[src/rtl/uart_tx_arb.sv]
// Round-robin transmit arbiter: polls the UART status register until tx is idle,
// then writes one byte to the data register. Define UART_TX_ARB_LOCK_EN for message locking.
module uart_tx_arb #(
    parameter int unsigned N_REQ       = 2,
    parameter logic [7:0]  USR_ADDR    = 8'h04,
    parameter logic [7:0]  UDR_ADDR    = 8'h08,
    parameter int unsigned TX_BUSY_BIT = 3
) (
    input  logic               clk_i,
    input  logic               rst_ni,
    input  logic [N_REQ-1:0]   req_valid_i,
    input  logic [8*N_REQ-1:0] req_data_i,
    input  logic [N_REQ-1:0]   req_last_i,
    output logic [N_REQ-1:0]   req_ready_o,
    output logic [N_REQ-1:0]   grant_o,
    output logic               busy_o,
    output logic [7:0]         addr_o,
    output logic [31:0]        data_o,
    input  logic [31:0]        data_i,
    output logic               we_o,
    output logic               stb_o,
    input  logic               ack_i
);
    localparam int unsigned      IDX_W    = $clog2(N_REQ);
    localparam logic [IDX_W-1:0] LAST_IDX = IDX_W'(N_REQ - 1);

    typedef enum logic [1:0] {
        S_IDLE   = 2'd0,
        S_RD_USR = 2'd1,
        S_RD_GAP = 2'd2,
        S_WR_UDR = 2'd3
    } state_e;

    state_e           state_q, state_d;
    logic [IDX_W-1:0] ptr_q, ptr_d;
    logic [IDX_W-1:0] gnt_idx_q, gnt_idx_d;
    logic [IDX_W-1:0] gnt_next;
    logic [IDX_W-1:0] sel;
    logic             sel_vld;
    logic [7:0]       byte_q, byte_d;
    logic             tx_busy_q, tx_busy_d;
    logic [N_REQ-1:0] grant_q, grant_d;
    logic             busy_q, busy_d;
    logic             stb_q, stb_d;
    logic             we_q, we_d;
    logic [7:0]       addr_q, addr_d;
    logic [31:0]      data_q, data_d;
    logic [7:0]       req_byte [N_REQ];
    logic             unused_in;
`ifdef UART_TX_ARB_LOCK_EN
    logic             lock_q, lock_d;
    logic             last_q, last_d;

    assign unused_in = ^data_i;
`else
    assign unused_in = ^{req_last_i, data_i};
`endif

    always_comb begin : unpack_bytes
        for (int unsigned k = 0; k < N_REQ; k++) begin
            req_byte[k] = req_data_i[8*k +: 8];
        end
    end

    // First valid requester at or after the pointer; a held lock overrides rotation.
    always_comb begin : rr_select
        logic [IDX_W:0] idx;
        idx     = '0;
        sel     = '0;
        sel_vld = 1'b0;
        for (int unsigned i = 0; i < N_REQ; i++) begin
            idx = (IDX_W+1)'(ptr_q) + (IDX_W+1)'(i);
            if (idx >= (IDX_W+1)'(N_REQ)) begin
                idx = idx - (IDX_W+1)'(N_REQ);
            end
            if (!sel_vld && req_valid_i[idx[IDX_W-1:0]]) begin
                sel     = idx[IDX_W-1:0];
                sel_vld = 1'b1;
            end
        end
`ifdef UART_TX_ARB_LOCK_EN
        if (lock_q) begin
            sel     = gnt_idx_q;
            sel_vld = req_valid_i[gnt_idx_q];
        end
`endif
    end

    assign gnt_next    = (gnt_idx_q == LAST_IDX) ? '0 : gnt_idx_q + IDX_W'(1);
    assign req_ready_o = (rst_ni && state_q == S_IDLE && sel_vld) ? (N_REQ'(1) << sel) : '0;

    always_ff @(posedge clk_i) begin : state_reg
        if (!rst_ni) begin
            state_q   <= S_IDLE;
            ptr_q     <= '0;
            gnt_idx_q <= '0;
            byte_q    <= '0;
            tx_busy_q <= 1'b0;
            grant_q   <= '0;
            busy_q    <= 1'b0;
            stb_q     <= 1'b0;
            we_q      <= 1'b0;
            addr_q    <= '0;
            data_q    <= '0;
`ifdef UART_TX_ARB_LOCK_EN
            lock_q    <= 1'b0;
            last_q    <= 1'b0;
`endif
        end else begin
            state_q   <= state_d;
            ptr_q     <= ptr_d;
            gnt_idx_q <= gnt_idx_d;
            byte_q    <= byte_d;
            tx_busy_q <= tx_busy_d;
            grant_q   <= grant_d;
            busy_q    <= busy_d;
            stb_q     <= stb_d;
            we_q      <= we_d;
            addr_q    <= addr_d;
            data_q    <= data_d;
`ifdef UART_TX_ARB_LOCK_EN
            lock_q    <= lock_d;
            last_q    <= last_d;
`endif
        end
    end

    always_comb begin : next_state
        state_d   = state_q;
        ptr_d     = ptr_q;
        gnt_idx_d = gnt_idx_q;
        byte_d    = byte_q;
        tx_busy_d = tx_busy_q;
        grant_d   = grant_q;
`ifdef UART_TX_ARB_LOCK_EN
        lock_d    = lock_q;
        last_d    = last_q;
`endif
        case (state_q)
            S_IDLE: begin
                if (sel_vld) begin
                    byte_d    = req_byte[sel];
                    gnt_idx_d = sel;
                    grant_d   = N_REQ'(1) << sel;
                    state_d   = S_RD_USR;
`ifdef UART_TX_ARB_LOCK_EN
                    last_d    = req_last_i[sel];
`endif
                end
            end
            S_RD_USR: begin
                if (ack_i) begin
                    tx_busy_d = data_i[TX_BUSY_BIT];
                    state_d   = S_RD_GAP;
                end
            end
            S_RD_GAP: begin
                state_d = tx_busy_q ? S_RD_USR : S_WR_UDR;
            end
            S_WR_UDR: begin
                if (ack_i) begin
                    state_d = S_IDLE;
                    grant_d = '0;
`ifdef UART_TX_ARB_LOCK_EN
                    // Mid-message bytes keep ownership; the final byte releases it.
                    if (last_q) begin
                        lock_d = 1'b0;
                        ptr_d  = gnt_next;
                    end else begin
                        lock_d = 1'b1;
                    end
`else
                    ptr_d = gnt_next;
`endif
                end
            end
            default: state_d = S_IDLE;
        endcase
    end

    // Bus outputs are decoded from the next state so they leave flops aligned with it.
    always_comb begin : output_dec
        stb_d  = 1'b0;
        we_d   = 1'b0;
        addr_d = '0;
        data_d = '0;
        busy_d = (state_d != S_IDLE);
        case (state_d)
            S_RD_USR: begin
                stb_d  = 1'b1;
                addr_d = USR_ADDR;
            end
            S_WR_UDR: begin
                stb_d  = 1'b1;
                we_d   = 1'b1;
                addr_d = UDR_ADDR;
                data_d = {24'h0, byte_d};
            end
            default: ;
        endcase
    end

    assign grant_o = grant_q;
    assign busy_o  = busy_q;
    assign stb_o   = stb_q;
    assign we_o    = we_q;
    assign addr_o  = addr_q;
    assign data_o  = data_q;

endmodule

[config.mk]
export PLATFORM = sky130hd
export DESIGN_NAME = uart_tx_arb
export DESIGN_NICKNAME = d
export VERILOG_FILES = /design/src/rtl/uart_tx_arb.sv
export SDC_FILE = /design/constraint.sdc
export NUM_CORES = 1
export LEC_CHECK = 0
export BUFFER_PORTS_ARGS = -buffer_cell sky130_fd_sc_hd__buf_4
export CORE_MARGIN = 4
export CORE_UTILIZATION = 35
export DETAILED_ROUTE_END_ITERATION = 6
export PLACE_DENSITY_LB_ADDON = 0.12
export SLEW_MARGIN = 30
export SYNTH_ARGS = -nofsm -noshare
export SYNTH_HDL_FRONTEND = slang
export SYNTH_SLANG_ARGS = --single-unit
[constraint.sdc]
create_clock -name clk_i -period 1.2 [get_ports clk_i]
set_input_delay 0.12 -clock clk_i [delete_from_list [all_inputs] [get_ports clk_i]]
set_output_delay 0.12 -clock clk_i [all_outputs]
set_load 0.005 [all_outputs]
# [Word level (Yosys, flattened, before mapping)]
# Index checks and enable logic that the tools add are counted.
[classes] add_sub_neg=4 magnitude_cmp=5 n_eq_ne=7 shifts=1 muxes=28 n_bitwise=1 n_reduce_logical=13
[op_table] op="$mux 8" n=5
[op_table] op="$mux 2" n=7
[op_table] op="$mux 1" n=13
[op_table] op="$pmux 2 s4" n=1
[op_table] op="$pmux 4 s2" n=1
[op_table] op="$reduce_and 2->1" n=4
[op_table] op="$eq 2x2->1 const B" n=3
[op_table] op="$eq 2x1->1 const B" n=2
[op_table] op="$ge 2x2->1 const B" n=2
[op_table] op="$lt 1x2->1 const B" n=2
[op_table] op="$ne 2x2->1 const B" n=2
[op_table] op="$pmux 2 s2" n=1
[op_table] op="$reduce_bool 2->1" n=2
[op_table] op="$logic_and 1x1->1" n=3
[op_table] op="$reduce_and 3->1" n=1
[op_table] op="$add 1x1->2 const B" n=1
[op_table] op="$ge 1x2->1 const B" n=1
[op_table] op="$logic_not 2->1" n=1
[op_table] op="$not 1->2" n=1
[op_table] op="$reduce_or 2->1" n=1
[op_table] op="$shl 1x1->2 const A" n=1
[op_table] op="$sub 1x1->1 const B" n=2
[op_table] op="$add 1x1->1 const B" n=1
[op_table] op="$logic_not 1->1" n=1
[word_totals] regBits=58 output_inout_bits=47 elab_cells=71

# [Logic depth before layout (Yosys ltp)]
# Gate-level depths: netlist of the first run.
[depth] ltp_word=14 ltp_mapped=5

# [Worst setup path after synthesis of the first run]
# Ideal clock, no wire load.
[synth_path] path_kind="register to register" start="reg stb_o (netlist name)" end="reg busy_q (netlist: busy_o)" setup_time_ns=0.114 t_arrival_ns=1.149 t_required_ns=1.086 setup_slack_ns=-0.063 stages_incl_launch_ff=5 n_path_buf=1 synth_period_minus_slack_ns=1.263 path_cell_list="dfxtp_1 -> buf_6 -> or2_4 -> o311ai_4 -> a21bo_1"
[synth_rtl] element="end signal: assignment" line_no="116" text="busy_q <= busy_d;"
[synth_rtl] element="end: declaration" line_no="43" text="logic busy_q, busy_d;"

# [Worst setup path in the final report of the first run]
[layout_path] start="reg state_q[1]" end="out req_ready_o[0]"
[layout_between] elab_chain_cells=4
[layout_rtl] element="start: declaration" line_no="34" text="state_e state_q, state_d;"
[layout_rtl] element="start signal: assignment" line_no="110" text="state_q <= state_d;"
[layout_rtl] element="$logic_not 2->1" line_no="90" text="assign req_ready_o = (rst_ni && state_q == S_IDLE && sel_vld) ? (N_REQ'(1) << sel) : '0;"
[layout_rtl] element="$logic_and 1x1->1 (2 in series)" line_no="90"
[layout_rtl] element="$mux 2" line_no="90"
[layout_rtl] element="end: declaration" line_no="14" text="output logic [N_REQ-1:0] req_ready_o,"
# Every way passes these cells.

==> results of run 1 <==
==> cell usage in the layout, fill, tap and decap left out, types with 2 or more instances in the layout <==
cell / instances
nand3_2: 9
inv_1: 3
nand2_1: 2
conb_1: 30
nor2_2: 2
o21ai_2: 7
a21oi_1: 4
buf_6: 7
nand4_1: 8
a31oi_1: 16
nor2_1: 4
o211ai_1: 2
buf_4: 59
clkbuf_8: 4
dfxtp_1: 23
o21ai_0: 2
dfxtp_2: 2
==> power by group <==
part           internal, mW  switching [mW]  leakage, nW
combinational         0.278           0.253        0.597
sequential            0.917          0.0265        0.214
clock                 0.293           0.262       0.0288
==> metrics by stage <==
step	hold slack, ns	setup TNS [ns]	instance area, sq um	power, mW	instances
floorplan	0.228	-0.681	1420	1.26	170
global placement	0.400	-0.584	1630	1.39	236
detailed placement	0.405	-0.772	1630	1.40	236
CTS	0.125	-2.06	1820	2.02	246
global route	0.129	-3.94	1850	2.12	248
finish	0.125	-2.37	1850	2.03	248
==> repair_timing <==
| item | CTS | global route |
|---|---|---|
| setup endpoints to repair | 23 | 25 |
| pin swaps | 16 | 4 |
| hold endpoints to repair | 0 | 0 |
| setup buffers | 6 | 2 |
| gates resized for setup | 20 | 5 |
==> path summary, 6_finish.rpt <==
check	start	end
worst max-delay path	state_q[1]	req_ready_o[0]
worst min-delay path	req_data_i[0]	byte_q[0]
worst max register to register	state_q[1]	data_o[7]
worst min register to register	byte_q[3]	byte_q[3]
==> cells by family (layout without fill, tap and decap cells) <==
group / Yosys count / in the layout
other: 1 / 30
xor gates and xnor gates: 1 / 1
buffers and inverters: 43 / 75
and+or+nand+nor: 33 / 33
DFF: 26 / 26
AOI/OAI and AO/OA: 37 / 37
==> worst max-delay path, cell delays in order (launching register included) <==
cell and delay (ns):
dfxtp_4 0.37, buf_12 0.12, a211oi_4 0.23, nand2_2 0.09
nor2_2 0.08, buf_4 0.11
==> flip-flops by register name (all words and copies together), names as in the netlist <==
name,count
addr_o,2
state_q,1
byte_q,8
busy_o,1
grant_o,2
stb_o,1
ptr_q,1
tx_busy_q,1
data_o,8
gnt_idx_q,1
==> metal layers <==
metal,part of all wire,global-route usage,up-vias
met5,0,0,-
met4,0.0096,0.0390,0
li1,-,-,564
met1,0.43,0.146,552
met3,0.073,0.0174,2
met2,0.48,0.221,51
==> final cells by class <==
cell class / count / area, sq um
flip-flops and latches: 26 / 527
multi-input cells: 101 / 653
fillers: 339 / 1620
well taps: 46 / 57.6
repair buffers: 67 / 542
inverters: 4 / 15.0
clock buffers: 4 / 55.1
==> results_dict.tcl, run 1 <==
set metrics [dict create \
    cp_max_fo 3 \
    track_usage 0.122 \
    syn_avg_cell_area_sq_um 9.32 \
    grt_max_degree 15 \
    synth_edf_count 0 \
    grt_pass1_wl_microns 4970 \
    path_class "reg -> out" \
    pwr_density_cell_nw_per_um2 1100 \
    max_slew_margin 0.666 \
    ys_types 30 \
    wl_microns 3120 \
    synth_xor_area_frac 0.00667 \
    ys.flop_type "dfxtp_1" \
    routedWlPerCell_microns 12.6 \
    max_cap_viol_count 0 \
    rsz0062_at_grt "true" \
    min-delay-path-class "in -> reg" \
    slew_violations 0 \
    cts.sinks 26 \
    drc_errors 0 \
    start_util 0.379 \
    endpoint_kind "output pin" \
    dieHeight_microns 69.3 \
    rows 21 \
    dr.pass1.iters 4 \
    portBuffers 38 \
    drt_first_iter_violations 62 \
    root_buffer "clkbuf_8" \
    syn_inst 141 \
    synth_mux_area_frac 0 \
    gp_congestion 0.776 \
    max_freq_mhz 722 \
    io_pins 102 \
    arrival_ns 1.27 \
    synth_commonest_cells "buf_4, dfxtp_1, a31oi_1" \
    htreeDepth 1 \
    clk_pin_slew_ns 0.09 \
    seq_area_frac_synth 0.396 \
    synth_compound_area_frac 0.227 \
    ant_nets 0 \
    skew_ns 0.00807 \
    clockBufferDepth 2 \
    worstSetupStartpointType "register" \
    core_sq_um 3470 \
    ys_seq_elements 26 \
    yosysTopAreaCell "dfxtp_1" \
    period_share 1.15 \
    synthToLayoutAreaGrowth_pct 40.8 \
    synth_fa_ha_area_frac 0 \
    dp_hpwl_microns 2370 \
    synth_most_common_cell "buf_4" \
    hold_depth 3 \
    finalHoldViolCount 0 \
    final_core_util 0.533 \
    avgViaCountPerCell 4.71 \
    required_ns 1.08 \
    vias 1169 \
    synth_top_family_by_area "buffers and inverters" \
    p_leak_nw 0.840 \
    cts_hold_buf 0 \
    yosysWarnings 0 \
    grt_overflow 0 \
    r2r.worst_path.cells 6 \
    cts_tree "yes" \
    synthSimpleGateAreaFrac 0.134 \
    setup_ws_ns -0.185 \
    irDropWorstVdd_mv 0.451 \
    antenna_found_initial 0 \
    worst_slew_pin_slew_ns 0.501 \
    diodes 0 \
    synth_area_leaders "dfxtp_1, buf_4, a31oi_1" \
    period_minus_slack_ns 1.39 \
    dieWidth_microns 69.3 \
    die_area_sq_um 4800 \
    grt_pass1_vias 1121 \
    synth_top_area_share 0.396 \
    dp_slack_ns -0.0734 \
    fin_nets 258 \
    drive_above_1_share 0.500 \
    synth_area_sq_um 1310 \
    clkLatencyLatePin_ns 0.26 \
    worst-r2r-setup-slack_ns -0.14 \
    synth-async-reset-ratio 0 \
    status "finished with violations" \
    cts_buffers 3 \
    setup_viol 24 \
    violations "negative setup slack" \
]
Power figures use the tool's default switching activity.
==> inputs of run 2 (changes only) <==
PLACE_DENSITY = 0.75   (was default)
PLACE_DENSITY_LB_ADDON = default   (was 0.12)
==> run 2 against run 1 <==
Net effect:
- maximum frequency up 3.3%
- the run still ends with negative setup slack left
- die area unchanged
- total power up 9.0%
- sequential power up 1%
- largest power group unchanged
- first-iteration DRC count up 19%
- global-route usage up 0.55 points
- highest routed layer unchanged
- wire length up 6.8%
- via count down 1.1%
- clock skew down 0.0036 ns
- register-to-register slack about the same
- sequential cell count unchanged
==> results_dict.tcl, run 2 (same netlist as run 1, synthesis figures left out) <==
set metrics [dict create \
    root_buffer "clkbuf_8" \
    die_area_sq_um 4800 \
    clockBufferDepth 2 \
    clkPwrFrac 0.326 \
    hold_start "rst_ni" \
    pwr_density_cell_nw_per_um2 1170 \
    gp_congestion 0.770 \
    comb_power_share 0.243 \
    cts_hold_buf 0 \
    p_switching_mw 0.572 \
    io_pins 102 \
    vias 1156 \
    cts.sinks 26 \
    clk_pin_slew_ns 0.09 \
    required_ns 1.08 \
    worstSetupStartpointType "register" \
    cts_tree "yes" \
    routedWlPerCell_microns 13.6 \
    cts_buffers 3 \
    diodes 0 \
    status "finished with violations" \
    path_class "reg -> out" \
    startpoint "stb_o" \
    stdcell_count 245 \
    cp_max_fo 3 \
    max_cap_viol_count 0 \
    r2r.worst_path.cells 4 \
    endpoint_kind "output pin" \
    track_usage 0.127 \
    hold_depth 2 \
    dp_hpwl_microns 2340 \
    drc_errors 0 \
    synthToLayoutAreaGrowth_pct 43.7 \
    antenna_found_initial 0 \
    sw_frac_of_total 0.259 \
    setup_viol 25 \
    grt_pass1_wl_microns 5100 \
    rows 21 \
    grt_overflow 0 \
    core_sq_um 3470 \
    period_minus_slack_ns 1.34 \
    rsz0062_at_grt "true" \
    grt_max_degree 16 \
    clkLatencyLatePin_ns 0.27 \
    slew_violations 0 \
    htreeDepth 1 \
    finalHoldViolCount 0 \
    power.internal_mw 1.64 \
    fin_nets 255 \
    start_util 0.379 \
    dp_slack_ns -0.0884 \
    sequentialPowerShare 0.430 \
    drt_first_iter_violations 74 \
    max_freq_mhz 746 \
    ant_nets 0 \
    skew_ns 0.00450 \
    final.setup.tns_ns -1.77 \
    r2r_start "state_q[1]" \
    wl_microns 3330 \
    min-delay-path-class "in -> reg" \
    avgViaCountPerCell 4.72 \
    arrival_ns 1.22 \
    dieWidth_microns 69.3 \
    final_cell_mix "buf_4, conb_1, dfxtp_1, a31oi_1" \
    drive_above_1_share 0.467 \
    irDropWorstVdd_mv 0.422 \
    holdWs_ns 0.133 \
    dr.pass1.iters 4 \
    mostFrequentLayoutCell "buf_4" \
    period_share 1.12 \
    dieHeight_microns 69.3 \
    p_leak_nw 0.832 \
    violations "negative setup slack" \
    portBuffers 38 \
    placed_cells_incl_taps 234 \
    grt_pass1_vias 1130 \
    setup_ws_ns -0.141 \
]
==> run 2: changes by cell type in the layout (fill, tap and decap cells not counted), moves of 2 or more <==
cell | previous run | this run
nand3_2 | 9 | 3
buf_4 | 59 | 55
o21ai_4 | 0 | 6
o21ai_2 | 7 | 1
dfxtp_2 | 2 | 0
nand3_1 | 1 | 7
==> run 2: cell type report <==
type	instances	area (sq um)
clock buffers	3	41.3
clock inverters	1	30.0
fillers	334	1580
inverters	4	15.0
multi-input cells	101	693
flip-flops and latches	26	528
well taps	46	57.6
repair buffers	64	523
==> run 2: layer usage <==
layer	global-route usage	wire [microns]	up-vias
li1	-	-	557
met1	0.148	1340	533
met2	0.220	1690	62
met3	0.0348	281	4
met4	0.0499	25	0
met5	0	0	-
==> run 2: power by group through the flow <==
stage	clock (mW)	combinational, mW	sequential [mW]
4_1_cts	0.740	0.472	0.946
5_1_grt	0.769	0.579	0.958
3_5_place_dp	0	0.420	0.971
6_report	0.721	0.538	0.952
2_1_floorplan	0	0.303	0.958
3_3_place_gp	0	0.414	0.968
==> run 2: critical path: stages (launching register included) <==
cell     delay (ns)
dfxtp_4        0.38
buf_6          0.12
nor2_4         0.13
nand3_2        0.11
nor2_2         0.09
buf_4          0.11
==> run 2: path summary, 6_finish.rpt <==
kind                    end  slack, ns
min                  busy_o       0.13
max reg2reg          busy_o      -0.14
min reg2reg       byte_q[2]       0.48
max          req_ready_o[1]      -0.14
==> run 2: repair_timing <==
| item | in CTS | in global routing |
|---|---|---|
| gates resized for setup | 18 | 12 |
| pin swaps | 22 | 20 |
| buffers inserted | 3 | 4 |
| endpoints found under the setup margin | 26 | 25 |
==> run 2: metrics by stage <==
step,power (mW),utilization,area [sq um]
global route,2.31,0.544,1890
global placement,1.38,0.466,1620
CTS,2.16,0.510,1770
finish,2.21,0.544,1890
floorplan,1.26,-,1420
detailed placement,1.39,0.466,1620
